==> src/rtl/inst_fetch_align_pkg.sv <==
`default_nettype none
// +----------------------------------------------------------------------------+
// | inst_fetch_align_pkg : fetch FSM states, RVC length constant, byte swap    |
// | Revision: 1.0                                                              |
// +----------------------------------------------------------------------------+
package inst_fetch_align_pkg;

    typedef enum logic [1:0] {
        ST_IDLE    = 2'd0,
        ST_REQ     = 2'd1,
        ST_DISCARD = 2'd2
    } fetch_state_e;

    // Low two bits of a 32-bit (non-compressed) instruction.
    localparam logic [1:0] c_rvc_quad32 = 2'b11;

    function automatic logic [31:0] byte_swap(input logic [31:0] w);
        return {w[7:0], w[15:8], w[23:16], w[31:24]};
    endfunction

endpackage
`default_nettype wire

==> src/rtl/inst_fetch_align_hw_queue.sv <==
`default_nettype none
// +----------------------------------------------------------------------------+
// | inst_fetch_align_hw_queue : circular halfword queue, push/pop 1-2 per cycle|
// | Revision: 1.0                                                              |
// +----------------------------------------------------------------------------+
module inst_fetch_align_hw_queue #(
    parameter int BUF_HW = 4
) (
    input  logic                    Clk_i,
    input  logic                    Rst_i,
    input  logic                    Flush_i,
    input  logic [1:0]              PushN_i,
    input  logic [31:0]             PushData_i,
    input  logic [1:0]              PopN_i,
    output logic [$clog2(BUF_HW):0] Count_o,
    output logic [15:0]             Head0_o,
    output logic [15:0]             Head1_o
);
    localparam int PW = $clog2(BUF_HW);
    localparam int CW = PW + 1;

    logic [15:0]   mem_q [BUF_HW];
    logic [PW-1:0] rd_ptr_q, rd_ptr_d;
    logic [PW-1:0] wr_ptr_q, wr_ptr_d;
    logic [CW-1:0] count_q, count_d;
    logic [PW-1:0] w_wr_ptr1;
    logic [PW-1:0] w_rd_ptr1;

    assign w_wr_ptr1 = wr_ptr_q + PW'(1);
    assign w_rd_ptr1 = rd_ptr_q + PW'(1);

    always_comb begin
        rd_ptr_d = rd_ptr_q + PW'(PopN_i);
        wr_ptr_d = wr_ptr_q + PW'(PushN_i);
        count_d  = count_q + CW'(PushN_i) - CW'(PopN_i);
        if (Flush_i) begin
            rd_ptr_d = '0;
            wr_ptr_d = '0;
            count_d  = '0;
        end
    end

    always_ff @(posedge Clk_i or posedge Rst_i) begin
        if (Rst_i) begin
            rd_ptr_q <= '0;
            wr_ptr_q <= '0;
            count_q  <= '0;
        end else begin
            rd_ptr_q <= rd_ptr_d;
            wr_ptr_q <= wr_ptr_d;
            count_q  <= count_d;
        end
    end

    // Storage needs no reset: occupancy alone decides what is visible.
    always_ff @(posedge Clk_i) begin
        if (!Flush_i) begin
            if (PushN_i != 2'd0) begin
                mem_q[wr_ptr_q] <= PushData_i[15:0];
            end
            if (PushN_i == 2'd2) begin
                mem_q[w_wr_ptr1] <= PushData_i[31:16];
            end
        end
    end

    assign Count_o = count_q;
    assign Head0_o = mem_q[rd_ptr_q];
    assign Head1_o = mem_q[w_rd_ptr1];

endmodule
`default_nettype wire

==> src/rtl/inst_fetch_align.sv <==
`default_nettype none
// +----------------------------------------------------------------------------+
// | inst_fetch_align : word fetch, halfword realignment, 16/32-bit issue       |
// | Revision: 1.0                                                              |
// +----------------------------------------------------------------------------+
module inst_fetch_align #(
    parameter logic [31:0] RESET_PC = 32'h0000_0000,
    parameter int          BUF_HW   = 4
) (
    input  logic        Clk_i,
    input  logic        Rst_i,
    input  logic        Redirect_i,
    input  logic [31:0] RedirectPC_i,
    output logic        MemReq_o,
    output logic [31:0] MemAddr_o,
    input  logic        MemAck_i,
    input  logic [31:0] MemRdata_i,
    output logic        InstValid_o,
    input  logic        InstReady_i,
    output logic [31:0] Inst_o,
    output logic [31:0] InstPC_o,
    output logic        Compressed_o
);
    import inst_fetch_align_pkg::*;

    localparam int CW = $clog2(BUF_HW) + 1;

    fetch_state_e  state_q;
    logic          mem_req_q;
    logic [31:0]   addr_q;
    logic [31:0]   redir_addr_q;
    logic          drop_lo_q;
    logic [31:0]   pc_q, pc_d;

    logic [CW-1:0] w_count;
    logic [CW-1:0] w_free;
    logic [15:0]   w_h0, w_h1;
    logic          w_is16;
    logic          w_avail;
    logic          w_fire;
    logic          w_accept;
    logic [1:0]    w_push_n, w_pop_n;
    logic [31:0]   w_swapped;
    logic [31:0]   w_push_data;
    logic [31:0]   w_target_word;
    logic          w_unused;

    assign w_unused      = RedirectPC_i[0];
    assign w_target_word = {RedirectPC_i[31:2], 2'b00};

    assign w_free   = CW'(BUF_HW) - w_count;
    assign w_is16   = (w_h0[1:0] != c_rvc_quad32);
    assign w_avail  = (w_count >= CW'(2)) || ((w_count != '0) && w_is16);

    assign InstValid_o  = w_avail && !Redirect_i;
    assign w_fire       = InstValid_o && InstReady_i;
    assign w_pop_n      = w_fire ? (w_is16 ? 2'd1 : 2'd2) : 2'd0;
    assign Inst_o       = InstValid_o ? (w_is16 ? {16'h0000, w_h0} : {w_h1, w_h0}) : 32'h0;
    assign Compressed_o = InstValid_o && w_is16;
    assign InstPC_o     = pc_q;

    // Only a live request's data is kept; a redirect in the ack cycle drops it.
    assign w_accept    = (state_q == ST_REQ) && MemAck_i && !Redirect_i;
    assign w_swapped   = byte_swap(MemRdata_i);
    assign w_push_n    = w_accept ? (drop_lo_q ? 2'd1 : 2'd2) : 2'd0;
    assign w_push_data = drop_lo_q ? {16'h0000, w_swapped[31:16]} : w_swapped;

    assign MemReq_o  = mem_req_q;
    assign MemAddr_o = addr_q;

    inst_fetch_align_hw_queue #(
        .BUF_HW (BUF_HW)
    ) u_queue (
        .Clk_i      (Clk_i),
        .Rst_i      (Rst_i),
        .Flush_i    (Redirect_i),
        .PushN_i    (w_push_n),
        .PushData_i (w_push_data),
        .PopN_i     (w_pop_n),
        .Count_o    (w_count),
        .Head0_o    (w_h0),
        .Head1_o    (w_h1)
    );

    // DISCARD keeps the stale address on the bus and parks the target aside.
    always_ff @(posedge Clk_i or posedge Rst_i) begin
        if (Rst_i) begin
            state_q      <= ST_IDLE;
            mem_req_q    <= 1'b0;
            addr_q       <= RESET_PC;
            redir_addr_q <= RESET_PC;
            drop_lo_q    <= 1'b0;
        end else begin
            case (state_q)
                ST_IDLE: begin
                    if (Redirect_i) begin
                        addr_q    <= w_target_word;
                        drop_lo_q <= RedirectPC_i[1];
                        state_q   <= ST_REQ;
                        mem_req_q <= 1'b1;
                    end else if (w_free >= CW'(2)) begin
                        state_q   <= ST_REQ;
                        mem_req_q <= 1'b1;
                    end
                end
                ST_REQ: begin
                    if (MemAck_i && Redirect_i) begin
                        addr_q    <= w_target_word;
                        drop_lo_q <= RedirectPC_i[1];
                    end else if (MemAck_i) begin
                        addr_q    <= addr_q + 32'd4;
                        drop_lo_q <= 1'b0;
                        state_q   <= ST_IDLE;
                        mem_req_q <= 1'b0;
                    end else if (Redirect_i) begin
                        redir_addr_q <= w_target_word;
                        drop_lo_q    <= RedirectPC_i[1];
                        state_q      <= ST_DISCARD;
                    end
                end
                ST_DISCARD: begin
                    if (MemAck_i) begin
                        addr_q    <= Redirect_i ? w_target_word : redir_addr_q;
                        state_q   <= ST_IDLE;
                        mem_req_q <= 1'b0;
                        if (Redirect_i) begin
                            drop_lo_q <= RedirectPC_i[1];
                        end
                    end else if (Redirect_i) begin
                        redir_addr_q <= w_target_word;
                        drop_lo_q    <= RedirectPC_i[1];
                    end
                end
                default: begin
                    state_q   <= ST_IDLE;
                    mem_req_q <= 1'b0;
                end
            endcase
        end
    end

    always_comb begin
        pc_d = pc_q;
        if (Redirect_i) begin
            pc_d = {RedirectPC_i[31:1], 1'b0};
        end else if (w_fire) begin
            pc_d = pc_q + (w_is16 ? 32'd2 : 32'd4);
        end
    end

    always_ff @(posedge Clk_i or posedge Rst_i) begin
        if (Rst_i) begin
            pc_q <= RESET_PC;
        end else begin
            pc_q <= pc_d;
        end
    end

endmodule
`default_nettype wire

==> config.mk <==
export PLATFORM = sky130hd
export DESIGN_NAME = inst_fetch_align
export DESIGN_NICKNAME = d
export VERILOG_FILES = /design/src/rtl/inst_fetch_align_pkg.sv /design/src/rtl/inst_fetch_align_hw_queue.sv /design/src/rtl/inst_fetch_align.sv
export SDC_FILE = /design/constraint.sdc
export NUM_CORES = 1
export LEC_CHECK = 0
export ABC_AREA = 1
export BUFFER_PORTS_ARGS = -buffer_cell sky130_fd_sc_hd__buf_2
export CORE_MARGIN = 10
export CORE_UTILIZATION = 58
export DETAILED_ROUTE_END_ITERATION = 10
export HOLD_SLACK_MARGIN = 0.02
export PLACE_DENSITY = 0.92
export SYNTH_ARGS = -nofsm -noshare
export SYNTH_HDL_FRONTEND = slang
export SYNTH_SLANG_ARGS = --single-unit
export TNS_END_PERCENT = 100
==> constraint.sdc <==
create_clock -name Clk_i -period 4.6 [get_ports Clk_i]
set_clock_uncertainty 0.15 [all_clocks]
set_input_delay 0.92 -clock Clk_i [delete_from_list [all_inputs] [get_ports Clk_i]]
set_output_delay 0.92 -clock Clk_i [all_outputs]
set_load 0.02 [all_outputs]
==> metrics.md <==
| Metric | Value |
|---|---|
| Vias/cell | `around 6` |
| Clock sinks | `170` |
| EDFF count, synth | `64` |
| Syn Nets | `1619` |
| Hold_buf cts | `0` |
| RSZ-0062 raised after global routing | `false` |
| Post-Syn Area | `approximately 11000 um^2` |
| Vias in the first global route | `10600` |
| Post-Syn Instances | `between 1500 and 2000` |
| Max Fanout on Critical Path | `35` |
| Gr usage total | `27.0%` |
| YS warnings | `0` |
| Max-cap check violation count | `0` |
| Remaining DRCs | `0` |
| Crit path capture | `MemAddr_o[0]` |
| Row count | `50` |
| Initial core utilization | `58.8%` |
| Total grt overflow | `0` |
| Die span in y | `between 150 and 200 um` |
| Post-DP HPWL | `~25000 um` |
| WP data required | `between 4 and 5 ns` |
| Clk pwr share | `18.2%` |
| FF-to-FF setup slack | `0.83 ns` |
| Core area | `18600 um^2` |
| Pint | `about 4.0 mW` |
| CTS Buf Count | `17` |
| Worst EP arrival | `3.99 ns` |
| Layout overhead on the synthesized area | `13.3%` |
| Worst setup path category | `flip-flop to flip-flop` |
| Yosys reg bits | `170` |
| TritonRoute pass-1 iters | `6` |
| Via count | `11400` |
| # port buffers | `165` |
| Initial antenna violation count | `0` |
| Crit path from | `state_q[0]` |
| Setup Buffers After CTS | `0` |
| CP max stage delay | `approximately 0.83 ns` |
| Clock transition at the registers of the reported paths | `approximately 0.07 ns` |
| Worst vdd ir | `roughly 440 uV` |
| Startpoint Class | `flip-flop` |
| Syn avg cell area | `7.15 um^2` |
| Total Nets Final | `roughly 1700` |
| Fill cell count | `1561` |
| Root buf cell | `clkbuf_16` |
| Total negative slack | `0 ns` |
| Skew-Pair Late Insertion Delay | `0.44 ns` |
| Relative slew margins | `28.3%` |
| Seq/Total Area, Yosys | `41.7%` |
| Reported net switching power | `3.76 mW` |
| I/O pins | `approximately 170` |
| Combinational share of power | `between 40% and 50%` |
| Iter 0 DRT Violations | `between 1000 and 1500` |
| Die X | `157 um` |
| Sequential power share | `32.1%` |
| Post-cts gate resize count | `0` |
| Placed Cells incl. Taps | `1875` |
| Pwr/cell area | `around 620 nW/um^2` |
| Final WL | `34200 um` |
| Worst-Margin Slew | `1.07 ns` |
| Fmax | `0.265 GHz` |
| R2R depth | `11` |
| First-pass GRT wire length | `roughly 53000 um` |
| CTS max path bufs | `2` |
| CP endpoint kind | `flip-flop` |
| Layout cells sized above 1 | `approximately 14%` |
| Switch share | `48.4%` |
| WL/cell | `18.0 um` |
| Die area | `24800 um^2` |
| Slew Viols, Final | `0` |
| Reg2reg end | `MemAddr_o[0]` |
| Antenna Nets Post-Route | `0` |
| Post-Layout Cell Count | `roughly 1900` |
| Ant diodes | `0` |
| Prevailing post-synth register cell | `dfrtp_1` |
| RePlAce Congestion | `around 0.97` |
| Post-synth cell types | `46` |
| Final setup violation count | `0` |
| Status | `complete, no violations` |
| Slowest stage cell on the critical path | `nor3_4` |
| Post-layout minimum cycle time | `3.77 ns` |
| Crit path cell chain | `inv_1, ha_1, buf_4, inv_1, or2_1, o21ai_1, nor3_4, inv_2, nor2_1, nor2_1, a21oi_1` |
| Tcrit/Tclk final | `82.0%` |
| Final hold vios | `0` |
| Async S/R FF share, synth | `62.4%` |
| Largest net degree at the start of global routing | `69` |
| Worst R2R Start | `state_q[0]` |
| Leakage Power | `6.01 nW` |
| H-tree levels | `4` |
| Min-delay worst type | `flip-flop to flip-flop` |
| CTS tree | `built` |
power by group through the flow:
stage	clock, mW	combinational, mW	sequential (mW)
floorplan	0	2.52	2.66
global placement	0	3.67	2.49
detailed placement	0	3.79	2.50
CTS	1.41	3.81	2.48
global route	1.48	4.25	2.55
finish	1.41	3.86	2.49
cells in the mapped netlist, types with 2 or more instances:
library cell | number | share of area [%]
nand2_1 | 470 | 16
nor2_1 | 152 | 5.2
o21ai_0 | 146 | 6.7
inv_1 | 144 | 4.9
dfrtp_1 | 106 | 24
nand3_1 | 93 | 4.2
a21oi_1 | 89 | 4.1
edfxtp_1 | 64 | 18
clkbuf_1 | 48 | 1.6
o22ai_1 | 29 | 1.7
nand4_1 | 22 | 1.3
buf_2 | 18 | 0.82
a221oi_1 | 17 | 1.4
nor3_1 | 17 | 0.78
o221ai_1 | 16 | 1.3
o21ai_1 | 15 | 0.68
ha_1 | 13 | 1.5
xor2_1 | 12 | 0.96
buf_6 | 7 | 0.72
xnor2_1 | 7 | 0.56
nand2_4 | 5 | 0.51
inv_2 | 4 | 0.14
a211oi_1 | 3 | 0.21
a21boi_0 | 3 | 0.21
a31oi_1 | 3 | 0.17
fa_1 | 3 | 0.55
nand3b_1 | 3 | 0.21
nor2_2 | 3 | 0.17
inv_4 | 2 | 0.11
nand3_2 | 2 | 0.18
o211ai_1 | 2 | 0.14
o31ai_1 | 2 | 0.14
how the worst min path moves through the flow:
stage,from,endpoint,slack [ns],cells past startpoint
after floorplan,redir_addr_q[0],redir_addr_q[0],0.29,2
after global placement,redir_addr_q[1],redir_addr_q[1],0.30,2
after detailed placement,redir_addr_q[1],redir_addr_q[1],0.32,2
after CTS,redir_addr_q[1],redir_addr_q[1],0.34,2
after global routing,redir_addr_q[0],redir_addr_q[0],0.37,2
final,MemReq_o,MemReq_o,0.34,2
layer usage:
| metal | track usage [%] | up-vias | share of wire, % |
|---|---|---|---|
| met2 | 45.6 | 670 | 49 |
| met3 | 5.65 | 119 | 9.5 |
| met5 | 0 | - | 0 |
| li1 | - | 5361 | - |
| met1 | 31.6 | 5267 | 37 |
| met4 | 14.0 | 0 | 4.3 |
placed cells by master, fill, tap and decap left out, types with 3 or more instances in the layout:
master	n
inv_1	143
inv_2	4
nor2_1	152
o221ai_1	16
clkbuf_16	17
nand3_1	93
xnor2_1	7
ha_1	13
buf_4	17
nand2_1	470
edfxtp_1	64
clkinv_4	5
a21oi_1	89
fa_1	3
o22ai_1	29
nand3b_1	3
o21ai_0	146
nand2_4	5
buf_2	165
dfrtp_1	106
a221oi_1	17
o21ai_1	15
nor2_2	3
inv_4	3
a21boi_0	3
nor3_1	17
nand4_1	22
a31oi_1	3
xor2_1	12
kinds of logic after synthesis:
kind of cell	after synthesis	synth area share, %
xor gates and xnor gates	19	1.52
AOI/OAI and AO/OA	329	17.0
adders and majority gates	16	2.03
and+or+nand+nor	774	29.3
buffers and inverters	225	8.47
other	1	0.0342
DFF	170	41.7
cell type report:
| type | count | area [um^2] | area share (%) |
|---|---|---|---|
| well taps | 234 | 293 | 2.36 |
| inverters | 150 | 571 | 4.59 |
| clock inverters | 15 | 144 | 1.16 |
| clock buffers | 17 | 425 | 3.42 |
| flip-flops and latches | 170 | 4570 | 36.8 |
| repair buffers | 182 | 953 | 7.67 |
| multi-input cells | 1139 | 5460 | 44.0 |
sequential cells by signal, summed over array words and instances, names as in the netlist:
| name | count |
|---|---|
| InstPC_o | 31 |
| u_queue.wr_ptr_q | 2 |
| MemReq_o | 1 |
| MemAddr_o | 32 |
| redir_addr_q | 32 |
| u_queue.Count_o | 3 |
| state_q | 2 |
| u_queue.rd_ptr_q | 2 |
| u_queue.mem_q | 64 |
| drop_lo_q | 1 |
worst max-delay path, delay by kind of cell, from the launching register on:
kind                       cells  cell delay, ns
DFF                            1            0.40
buffers and inverters          4            1.25
and+or+nand+nor                4            1.45
adders and majority gates      1            0.20
AOI/OAI and AO/OA              2            0.21
per-stage QoR:
step	hold WS, ns	power, mW	worst slack (ns)	area, um^2	util, %
3_5_place_dp	0.322	6.29	0.936	11900	63.6
4_1_cts	0.339	7.70	0.918	12400	66.6
3_3_place_gp	0.301	6.16	1.04	11900	63.6
6_report	0.336	7.76	0.828	12400	66.6
5_1_grt	0.369	8.28	0.635	12400	66.6
2_1_floorplan	0.286	5.18	0.741	11000	-
Note: power is estimated with default switching activity, not from simulation.
